==> src/rtl/collision_pkg.sv <==
// ---------------------------------------------------------------------------
// collision_pkg
// Shared definitions for the collision event tracker:
//   - channel index constants for the standard object layers
//   - default channel count and counter width
//   - lowest_set_idx(): priority encoder (lowest set bit wins)
// ---------------------------------------------------------------------------
package collision_pkg;

    // Standard object layer assignment
    localparam int CH_FLOOR = 0;
    localparam int CH_ROPE  = 1;
    localparam int CH_FRUIT = 2;
    localparam int CH_GOAL  = 3;

    localparam int DEF_NUM_OBJ = 4;
    localparam int DEF_CNT_W   = 4;

    // Maximum supported channel count; the encoder works on a vector of this width.
    localparam int MAX_OBJ = 16;

    // Index of the lowest set bit; 0 when the vector is empty.
    function automatic logic [3:0] lowest_set_idx(input logic [MAX_OBJ-1:0] vec);
        logic [3:0] idx;
        idx = '0;
        // Scanning downwards lets the lowest set bit overwrite any higher one.
        for (int i = MAX_OBJ - 1; i >= 0; i--) begin
            if (vec[i]) idx = 4'(i);
        end
        return idx;
    endfunction

endpackage

==> src/rtl/collision_channel.sv <==
// ---------------------------------------------------------------------------
// collision_channel
// Per-channel state for the collision event tracker.
// Ports:
//   clk, resetN    clock, asynchronous active-low reset
//   startOfFrame   frame boundary pulse
//   collision      live collision level for this channel
//   clrCount       synchronous clear of the hit counter
//   hitPulse       one-cycle pulse on the first collision of a frame
//   acc            "collided at least once this frame" accumulator
//   hitCount       saturating count of hit pulses
// ---------------------------------------------------------------------------
module collision_channel
    import collision_pkg::*;
#(
    parameter int CNT_W = DEF_CNT_W
) (
    input  logic             clk,
    input  logic             resetN,
    input  logic             startOfFrame,
    input  logic             collision,
    input  logic             clrCount,
    output logic             hitPulse,
    output logic             acc,
    output logic [CNT_W-1:0] hitCount
);

    localparam logic [CNT_W-1:0] CNT_MAX = {CNT_W{1'b1}};

    logic flag;      // set once this channel has pulsed in the current frame
    logic flag_eff;  // flag as seen this cycle; a frame boundary re-arms it

    // A collision in the startOfFrame cycle belongs to the new frame,
    // so the old flag must not suppress its pulse.
    assign flag_eff = flag & ~startOfFrame;

    // NOTE: sequential state uses non-blocking assignments so every register
    // samples the pre-edge values regardless of statement order.
    always_ff @(posedge clk or negedge resetN) begin
        if (!resetN) begin
            flag     <= 1'b0;
            acc      <= 1'b0;
            hitPulse <= 1'b0;
            hitCount <= '0;
        end else begin
            hitPulse <= collision & ~flag_eff;
            flag     <= flag_eff | collision;
            acc      <= startOfFrame ? collision : (acc | collision);

            // Clear wins over a coincident increment.
            if (clrCount) begin
                hitCount <= '0;
            end else if (hitPulse && (hitCount != CNT_MAX)) begin
                hitCount <= hitCount + 1'b1;
            end
        end
    end

endmodule

==> src/rtl/collision_event_tracker.sv <==
// ---------------------------------------------------------------------------
// collision_event_tracker
// Per-frame collision detector between the player sprite and NUM_OBJ object
// layers.
// Ports:
//   clk, resetN    clock, asynchronous active-low reset
//   startOfFrame   one-cycle pulse at the start of each frame
//   playerDR       player draw request for the current pixel
//   objDR          object draw requests, bit i = channel i
//   chanEn         per-channel enable mask
//   clrCount       synchronous clear of all hit counters
//   collision      combinational playerDR & objDR & chanEn
//   hitPulse       registered first-collision-of-frame pulse per channel
//   frameHit       channels hit during the previous frame
//   firstHitIdx    lowest index set in frameHit (0 when none)
//   firstHitValid  frameHit is non-zero
//   hitCount       packed saturating counters, channel i at [i*CNT_W +: CNT_W]
// ---------------------------------------------------------------------------
module collision_event_tracker
    import collision_pkg::*;
#(
    parameter int NUM_OBJ = DEF_NUM_OBJ,
    parameter int CNT_W   = DEF_CNT_W,
    parameter int IDX_W   = 2
) (
    input  logic                     clk,
    input  logic                     resetN,
    input  logic                     startOfFrame,
    input  logic                     playerDR,
    input  logic [NUM_OBJ-1:0]       objDR,
    input  logic [NUM_OBJ-1:0]       chanEn,
    input  logic                     clrCount,
    output logic [NUM_OBJ-1:0]       collision,
    output logic [NUM_OBJ-1:0]       hitPulse,
    output logic [NUM_OBJ-1:0]       frameHit,
    output logic [IDX_W-1:0]         firstHitIdx,
    output logic                     firstHitValid,
    output logic [NUM_OBJ*CNT_W-1:0] hitCount
);

    logic [NUM_OBJ-1:0] acc;        // per-channel "hit during this frame"
    logic [MAX_OBJ-1:0] acc_ext;    // acc zero-extended for the encoder
    logic [3:0]         first_idx;

    // Disabled channels never collide; no pipeline delay on this path.
    assign collision = {NUM_OBJ{playerDR}} & objDR & chanEn;

    for (genvar g = 0; g < NUM_OBJ; g++) begin : g_chan
        collision_channel #(
            .CNT_W(CNT_W)
        ) u_chan (
            .clk          (clk),
            .resetN       (resetN),
            .startOfFrame (startOfFrame),
            .collision    (collision[g]),
            .clrCount     (clrCount),
            .hitPulse     (hitPulse[g]),
            .acc          (acc[g]),
            .hitCount     (hitCount[g*CNT_W +: CNT_W])
        );
    end

    // NOTE: every variable written here gets a default first, so no path
    // leaves it unassigned and no latch is inferred.
    always_comb begin
        acc_ext              = '0;
        acc_ext[NUM_OBJ-1:0] = acc;
        first_idx            = lowest_set_idx(acc_ext);
    end

    // The snapshot takes acc before this cycle's update, so it covers exactly
    // the frame that is ending; collisions in the boundary cycle go to the
    // next frame.
    always_ff @(posedge clk or negedge resetN) begin
        if (!resetN) begin
            frameHit      <= '0;
            firstHitIdx   <= '0;
            firstHitValid <= 1'b0;
        end else if (startOfFrame) begin
            frameHit      <= acc;
            firstHitIdx   <= first_idx[IDX_W-1:0];
            firstHitValid <= |acc;
        end
    end

endmodule

==> config.mk <==
export PLATFORM = sky130hd
export DESIGN_NAME = collision_event_tracker
export DESIGN_NICKNAME = d
export VERILOG_FILES = /design/src/rtl/collision_pkg.sv /design/src/rtl/collision_channel.sv /design/src/rtl/collision_event_tracker.sv
export SDC_FILE = /design/constraint.sdc
export NUM_CORES = 1
export LEC_CHECK = 0
export ABC_AREA = 0
export CAP_MARGIN = 10
export CORE_MARGIN = 3
export CORE_UTILIZATION = 48
export CTS_CLUSTER_DIAMETER = 150
export CTS_CLUSTER_SIZE = 8
export DETAILED_ROUTE_END_ITERATION = 7
export PLACE_DENSITY = 0.84
export SLEW_MARGIN = 20
export SYNTH_ARGS = -nofsm -noshare
export SYNTH_HDL_FRONTEND = slang
export SYNTH_SLANG_ARGS = --single-unit
==> constraint.sdc <==
create_clock -name clk -period 1.8 [get_ports clk]
set_clock_uncertainty 0.05 [all_clocks]
set_input_delay 0.45 -clock clk [delete_from_list [all_inputs] [get_ports clk]]
set_output_delay 0.45 -clock clk [all_outputs]
set_load 0.05 [all_outputs]
==> reports/qor_table.md, run 1 <==
| Item | This run | Unit |
|:---|:---|:---|
| Top library cells by usage in the layout, fill and taps aside | dfrtp_1, buf_4, buf_12 | - |
| First-pass GRT wire length | 5840 | um |
| Share of the yosys chip area belonging to registers | 0.523 | - |
| Post-detailed-route DRC marker count | 0 | - |
| Most common cell after layout, fill and taps aside | dfrtp_1 | - |
| Fin. Hold Viols | 0 | - |
| Leakage | 1.15 | nW |
| Number of synthesis warnings | 0 | - |
| Overall Global Routing Usage | 0.179 | - |
| Synthesized area per cell | 11.4 | sq um |
| Setup repair after global routing missed its margin | true | - |
| Arrival time worst endpoint | 1.26 | ns |
| Maximum fanout encountered on the critical timing path | 2 | - |
| Post-route cell area | 2400 | sq um |
| Pin count of the biggest net entering global routing | 36 | - |
| TritonCTS buffer count | 5 | - |
| Normalized max-slew margin | 0.816 | - |
| Maximum clock rate | 570 | MHz |
| Root cell of the clock tree | clkbuf_4 | - |
| Final number of max-transition violations | 0 | - |
| Number of buffers on the longest clock path | 2 | - |
| Clock latency on the worst-skew pair | 0.34 | ns |
| Synth Instances | 147 | - |
| Sinks on Clock Net | 35 | - |
| Distinct cells, synth | 30 | - |
| Half-perimeter wire length after detailed placement | 2530 | um |
| Number of setup violations in the final report | 0 | - |
| Post-CTS Setup Repair Bufs | 0 | - |
| Slew of the pin with the lowest slew margin | 0.272 | ns |
| Via density per instance | 5.20 | - |
| Worst setup slack after layout | 0.0442 | ns |
| Final weighted congestion in routability-driven placement | 0.849 | - |
| Number of antenna cells inserted | 0 | - |
| CTS clk-pin slew, worst paths | 0.10 | ns |
| Final clock period utilization by the worst path | 0.975 | - |
| Core Footprint | 3180 | sq um |
| Layout cell share with drive strength beyond 1 | 0.367 | - |
| Result of the run | finished clean | - |
| CP startpoint kind | input pin | - |
| Final worst path period need | 1.76 | ns |
| Final setup TNS | 0 | ns |
| Category of the critical setup timing path | in -> out | - |
| Antenna-violating nets left | 0 | - |
| Starting utilization of the core area | 0.527 | - |
| Cell Rows | 20 | - |
| Max cap viols | 0 | - |
| Fill cell instance count of the final layout | 201 | - |
| Net count after synthesis | 164 | - |
| Area of the die | 4240 | sq um |
| Sort of element at the end of the critical path | output pin | - |
| Worst EP required | 1.30 | ns |
| Number of input and output port buffers inserted | 43 | - |
| Vias | 1249 | - |
| X dimension of the die | 65.1 | um |
| Post-placement setup slack | -0.0967 | ns |
| GRT Residual Overflow | 0 | - |
| Syn-to-layout area delta | 43.0 | % |
| Clock tree from TritonCTS | done | - |
| Hold buffers post-CTS | 0 | - |
| Count of nets after finishing | 212 | - |
| Worst min path class | reg -> reg | - |
| DRT iter0 DRCs | 82 | - |
| Cell area reported after detailed placement | 2310 | sq um |
| Maximum level of the CTS H-tree | 2 | - |
| TritonRoute pass-1 iters | 4 | - |
| Post-synthesis register bit count | 35 | - |
| WL final | 3290 | um |
| Final routed wire length divided by cell count | 13.7 | um |
| Antenna violations before repair | 0 | - |
| Number of global-route vias before repair | 1376 | - |
| Ratio of total power to cell area | 760 | nW/um^2 |
| Count of pins on the block boundary | 44 | - |
| VDD IR-drop max | 0.661 | mV |
| Die height | 65.1 | um |
| Post-synthesis cell area | 1680 | sq um |
[metrics by stage]
stage	hold slack [ns]	utilization	std cells	power, mW
floorplan	0.104	-	147	1.08
global placement	0.375	0.727	232	1.24
detailed placement	0.381	0.727	232	1.24
CTS	0.395	0.754	240	1.84
global route	0.402	0.754	240	1.90
finish	0.392	0.754	240	1.82
[cells in the mapped netlist]
| master | n | area share |
|---|---|---|
| dfrtp_1 | 35 | 0.52 |
| a21oi_1 | 12 | 0.036 |
| buf_4 | 10 | 0.045 |
| inv_1 | 9 | 0.020 |
| nand2b_1 | 8 | 0.030 |
| nor2_1 | 6 | 0.013 |
| o21ai_0 | 6 | 0.018 |
| a21o_1 | 5 | 0.022 |
| mux2_2 | 5 | 0.034 |
| nor3_1 | 5 | 0.015 |
| ha_1 | 4 | 0.030 |
| mux2i_1 | 4 | 0.024 |
| nand3_1 | 4 | 0.012 |
| nand4_1 | 4 | 0.015 |
| and3_4 | 3 | 0.020 |
| and4b_2 | 3 | 0.020 |
| mux2_4 | 3 | 0.027 |
| nor2b_1 | 3 | 0.011 |
| nor2b_4 | 3 | 0.025 |
| or2_0 | 3 | 0.011 |
| buf_2 | 2 | 0.0060 |
| nand2_1 | 2 | 0.0045 |
| a211oi_1 | 1 | 0.0045 |
| a31oi_2 | 1 | 0.0075 |
| a41oi_1 | 1 | 0.0052 |
| and2b_1 | 1 | 0.0045 |
| and4_1 | 1 | 0.0052 |
| inv_2 | 1 | 0.0022 |
| o31ai_1 | 1 | 0.0045 |
| o41ai_1 | 1 | 0.0052 |
[final timing paths]
| check | start | endpoint | slack [ns] | depth (start not counted) |
|---|---|---|---|---|
| worst max-delay path | objDR[1] | collision[1] | 0.04 | 4 |
| worst min-delay path | g_chan[2].u_chan.flag$_DFF_PN0_ | g_chan[2].u_chan.hitPulse$_DFF_PN0_ | 0.39 | 1 |
| worst max register to register | g_chan[2].u_chan.hitCount[0]$_DFFE_PN0P_ | g_chan[2].u_chan.hitCount[0]$_DFFE_PN0P_ | 0.27 | 3 |
| worst min register to register | g_chan[2].u_chan.flag$_DFF_PN0_ | g_chan[2].u_chan.hitPulse$_DFF_PN0_ | 0.39 | 1 |
| max in group asynchronous | resetN | frameHit[0]$_DFFE_PN0P_ | 1.10 | 2 |
| min in group asynchronous | resetN | g_chan[1].u_chan.hitCount[2]$_DFFE_PN0P_ | 0.41 | 2 |
[per-layer routing]
layer | up-vias | global-route usage | share of wire
met3 | 7 | 0.0364 | 0.062
met4 | 0 | 0.0881 | 0.021
met2 | 48 | 0.307 | 0.49
li1 | 598 | - | -
met1 | 596 | 0.212 | 0.43
met5 | - | 0 | 0
[critical path: stages]
cell and delay (ns):
clkdlybuf4s50_1 0.45, nand3_1 0.11, inv_2 0.11, buf_12 0.13
[kinds of logic after synthesis]
kind of cell / Yosys count / share of synthesized area
flops: 35 / 0.523
mux: 12 / 0.0844
compound gates: 28 / 0.103
fa+ha+maj: 4 / 0.0299
buf+inv: 22 / 0.0732
simple gates: 46 / 0.187
[area by class of cell]
| class | instances | area [sq um] | share of cell area |
|---|---|---|---|
| Sequential cell | 35 | 876 | 0.366 |
| Tap cell | 44 | 55.1 | 0.0230 |
| Clock inverter | 2 | 35.0 | 0.0146 |
| Multi-Input combinational cell | 90 | 677 | 0.283 |
| Inverter | 10 | 37.5 | 0.0157 |
| Timing Repair Buffer | 53 | 664 | 0.277 |
| Clock buffer | 6 | 51.3 | 0.0214 |
[sequential cells by signal, summed over array words and instances, names as in the netlist]
register and flops:
g_chan.u_chan.hitCount 16, frameHit 4, g_chan.u_chan.acc 4, g_chan.u_chan.flag 4, g_chan.u_chan.hitPulse 4, firstHitIdx 2
firstHitValid 1
[report_power, final]
| part | internal, mW | switching (mW) |
|---|---|---|
| clock network | 0.328 | 0.267 |
| logic | 0.156 | 0.200 |
| registers | 0.829 | 0.0413 |
| total | 1.31 | 0.508 |
[what timing repair did]
action | 4_1_cts | 5_1_grt
pin swaps | 0 | 0
endpoints found under the setup margin | 4 | 4
endpoints found under the hold margin | 0 | 0
gates resized for setup | 4 | 1
(Power assumes the default switching activity.)
==> run 2, diff against run 1 <==
--- a/config.mk
+++ b/config.mk
@@ -12,7 +12,7 @@
 export CTS_CLUSTER_DIAMETER = 150
 export CTS_CLUSTER_SIZE = 8
 export DETAILED_ROUTE_END_ITERATION = 7
-export PLACE_DENSITY = 0.84
+export PLACE_DENSITY = 0.79
 export SLEW_MARGIN = 20
 export SYNTH_ARGS = -nofsm -noshare
 export SYNTH_HDL_FRONTEND = slang
==> run 2 against run 1 <==
Net effect: maximum frequency down 1.3%; clock power about the same; non-clock buffer count is the same; total power up 0.16%; sequential share of layout area is 0.42 points lower; design area is 1.1% higher; critical endpoint unchanged; via count up 1.5%; global-route usage rose by 1.9 points; cell count did not move; count of clock-buffer cells in the layout unchanged; utilization rose by 0.87 points; critical path depth stayed put.
==> reports/qor_table.md, run 2 (synthesis results as in run 1) <==
| Item | This run | Unit |
|:---|:---|:---|
| Number of input and output port buffers inserted | 43 | - |
| Starting utilization of the core area | 0.527 | - |
| Leakage | 1.16 | nW |
| Slew of the pin with the lowest slew margin | 0.254 | ns |
| Core Footprint | 3180 | sq um |
| Number of stages on the worst hold path | 1 | - |
| Layout cell share with drive strength beyond 1 | 0.383 | - |
| Maximum clock rate | 562 | MHz |
| Post-detailed-route DRC marker count | 0 | - |
| Count of nets after finishing | 212 | - |
| Crit Reg-Reg Endpoint | g_chan[2].u_chan.hitCount[0]$_DFFE_PN0P_ | - |
| Count of pins on the block boundary | 44 | - |
| Top library cells by usage in the layout, fill and taps aside | dfrtp_1, buf_4, buf_12 | - |
| TritonRoute pass-1 iters | 4 | - |
| Normalized max-slew margin | 0.829 | - |
| Area of the die | 4240 | sq um |
| DRT iter0 DRCs | 89 | - |
| Internal power | 1.31 | mW |
| Clk pwr share | 0.325 | - |
| Setup repair after global routing missed its margin | true | - |
| Final worst path period need | 1.78 | ns |
| GRT Residual Overflow | 0 | - |
| Number of setup violations in the final report | 0 | - |
| First-pass GRT wire length | 6350 | um |
| Area occupied by multi-input gates | 692 | sq um |
| Ratio of total power to cell area | 753 | nW/um^2 |
| Hold_sp | g_chan[0].u_chan.flag$_DFF_PN0_ | - |
| Syn-to-layout area delta | 44.7 | % |
| Maximum level of the CTS H-tree | 2 | - |
| Endpoint of the worst hold-timing path | g_chan[0].u_chan.hitPulse$_DFF_PN0_ | - |
| Maximum fanout encountered on the critical timing path | 2 | - |
| X dimension of the die | 65.1 | um |
| Most common cell after layout, fill and taps aside | dfrtp_1 | - |
| Final number of max-transition violations | 0 | - |
| Pin count of the biggest net entering global routing | 36 | - |
| Final weighted congestion in routability-driven placement | 0.796 | - |
| Root cell of the clock tree | clkbuf_4 | - |
| Met1 track utilization from global routing | 0.233 | - |
| VDD IR-drop max | 0.580 | mV |
| Fill cell instance count of the final layout | 226 | - |
| Clock tree from TritonCTS | done | - |
| Die height | 65.1 | um |
| Reg2Reg Launch Point | g_chan[2].u_chan.hitCount[0]$_DFFE_PN0P_ | - |
| Sort of element at the end of the critical path | output pin | - |
| Vias | 1268 | - |
| Flip-flop count of the largest register after layout | 16 | - |
| Number of antenna cells inserted | 0 | - |
| Worst min path class | reg -> reg | - |
| Half-perimeter wire length after detailed placement | 2680 | um |
| Most congested layer reported by global routing | met2 | - |
| Sequential cell fraction of total power | 0.477 | - |
| Worst EP required | 1.30 | ns |
| Final clock period utilization by the worst path | 0.988 | - |
| Arrival time worst endpoint | 1.28 | ns |
| Global routing usage on met2 | 0.359 | - |
| Met3 demand-to-capacity share in global routing | 0.0503 | - |
| Antenna-violating nets left | 0 | - |
| Post-layout utilization of the core | 0.763 | - |
| Register with the most flip-flops | g_chan.u_chan.hitCount | - |
| Clock latency on the worst-skew pair | 0.34 | ns |
| Antenna violations before repair | 0 | - |
| Fin. Hold Viols | 0 | - |
| Reg2reg setup slack | 0.27 | ns |
| Number of cells on the worst reg-to-reg path | 3 | - |
| Number of global-route vias before repair | 1326 | - |
| Category of the critical setup timing path | in -> out | - |
| Max cap viols | 0 | - |
| Placed insts | 231 | - |
| TritonCTS buffer count | 5 | - |
| Fraction of power consumed by combinational cells | 0.198 | - |
| Post-layout instance count excluding filler cells | 240 | - |
| Number of buffers on the longest clock path | 2 | - |
| Worst hold margin | 0.397 | ns |
| Final routed wire length divided by cell count | 15.2 | um |
| Final setup TNS | 0 | ns |
| Share of total power consumed by net switching | 0.279 | - |
| Overall Global Routing Usage | 0.198 | - |
| Switching power total | 509 | uW |
| Footprint of the flip-flops and latches | 876 | sq um |
| Sinks on Clock Net | 35 | - |
| Via density per instance | 5.28 | - |
| Cell Rows | 20 | - |
| CTS clk-pin slew, worst paths | 0.11 | ns |
| CP startpoint kind | input pin | - |
| Result of the run | finished clean | - |
| WL final | 3650 | um |
## run 2: cell count changes in the layout (fill, tap and decap cells not counted)
cell | before | now
buf_12 | 19 | 20
nand3_2 | 0 | 3
nand3_1 | 4 | 1
buf_4 | 22 | 21
## run 2: worst max-delay path by stage
stage / slack, ns / endpoint / start / cells after the start
after floorplan: 0.16 / g_chan[2].u_chan.hitCount[0]$_DFFE_PN0P_ / g_chan[2].u_chan.hitCount[0]$_DFFE_PN0P_ / 3
after global placement: -0.1 / collision[2] / playerDR / 4
after detailed placement: -0.12 / collision[2] / playerDR / 4
after CTS: 0.02 / collision[0] / chanEn[0] / 4
after global routing: -0.001 / collision[3] / chanEn[3] / 4
final: 0.02 / collision[1] / objDR[1] / 4
## run 2: layout make-up
type,count,area share
repair buffers,53,0.279
clock inverters,2,0.0145
well taps,44,0.0227
multi-input cells,90,0.285
clock buffers,6,0.0212
inverters,10,0.0155
flip-flops and latches,35,0.361
## run 2: repair_timing
item                                    4_1_cts  5_1_grt
hold buffers                                  0        0
setup buffers                                 0        1
gates resized for setup                       6        2
pin swaps                                     0        1
endpoints found under the setup margin        4        2
## run 2: layer usage
layer | routed length [um] | vias to the layer above | share of wire
met2 | 1920 | 42 | 0.53
met4 | 30 | 0 | 0.0082
met3 | 183 | 4 | 0.050
met5 | 0 | - | 0
li1 | - | 605 | -
met1 | 1520 | 617 | 0.41
## run 2: per-stage QoR
| step | power (mW) | instance area [sq um] | setup slack [ns] |
|---|---|---|---|
| 3_3_place_gp | 1.24 | 2320 | -0.0983 |
| 6_report | 1.82 | 2420 | 0.0207 |
| 2_1_floorplan | 1.08 | 1680 | 0.158 |
| 5_1_grt | 1.90 | 2420 | -0.00149 |
| 3_5_place_dp | 1.24 | 2320 | -0.117 |
| 4_1_cts | 1.84 | 2410 | 0.0168 |
## run 2: critical path: stages
cell	delay, ns
clkdlybuf4s50_1	0.49
nand3_2	0.10
inv_2	0.10
buf_12	0.13
## run 2: power groups by stage
stage / Clock [mW] / Combinational (mW) / Sequential, mW
6_report: 0.593 / 0.360 / 0.871
5_1_grt: 0.641 / 0.383 / 0.877
4_1_cts: 0.606 / 0.362 / 0.871
3_5_place_dp: 0 / 0.360 / 0.884
3_3_place_gp: 0 / 0.353 / 0.883
2_1_floorplan: 0 / 0.118 / 0.963
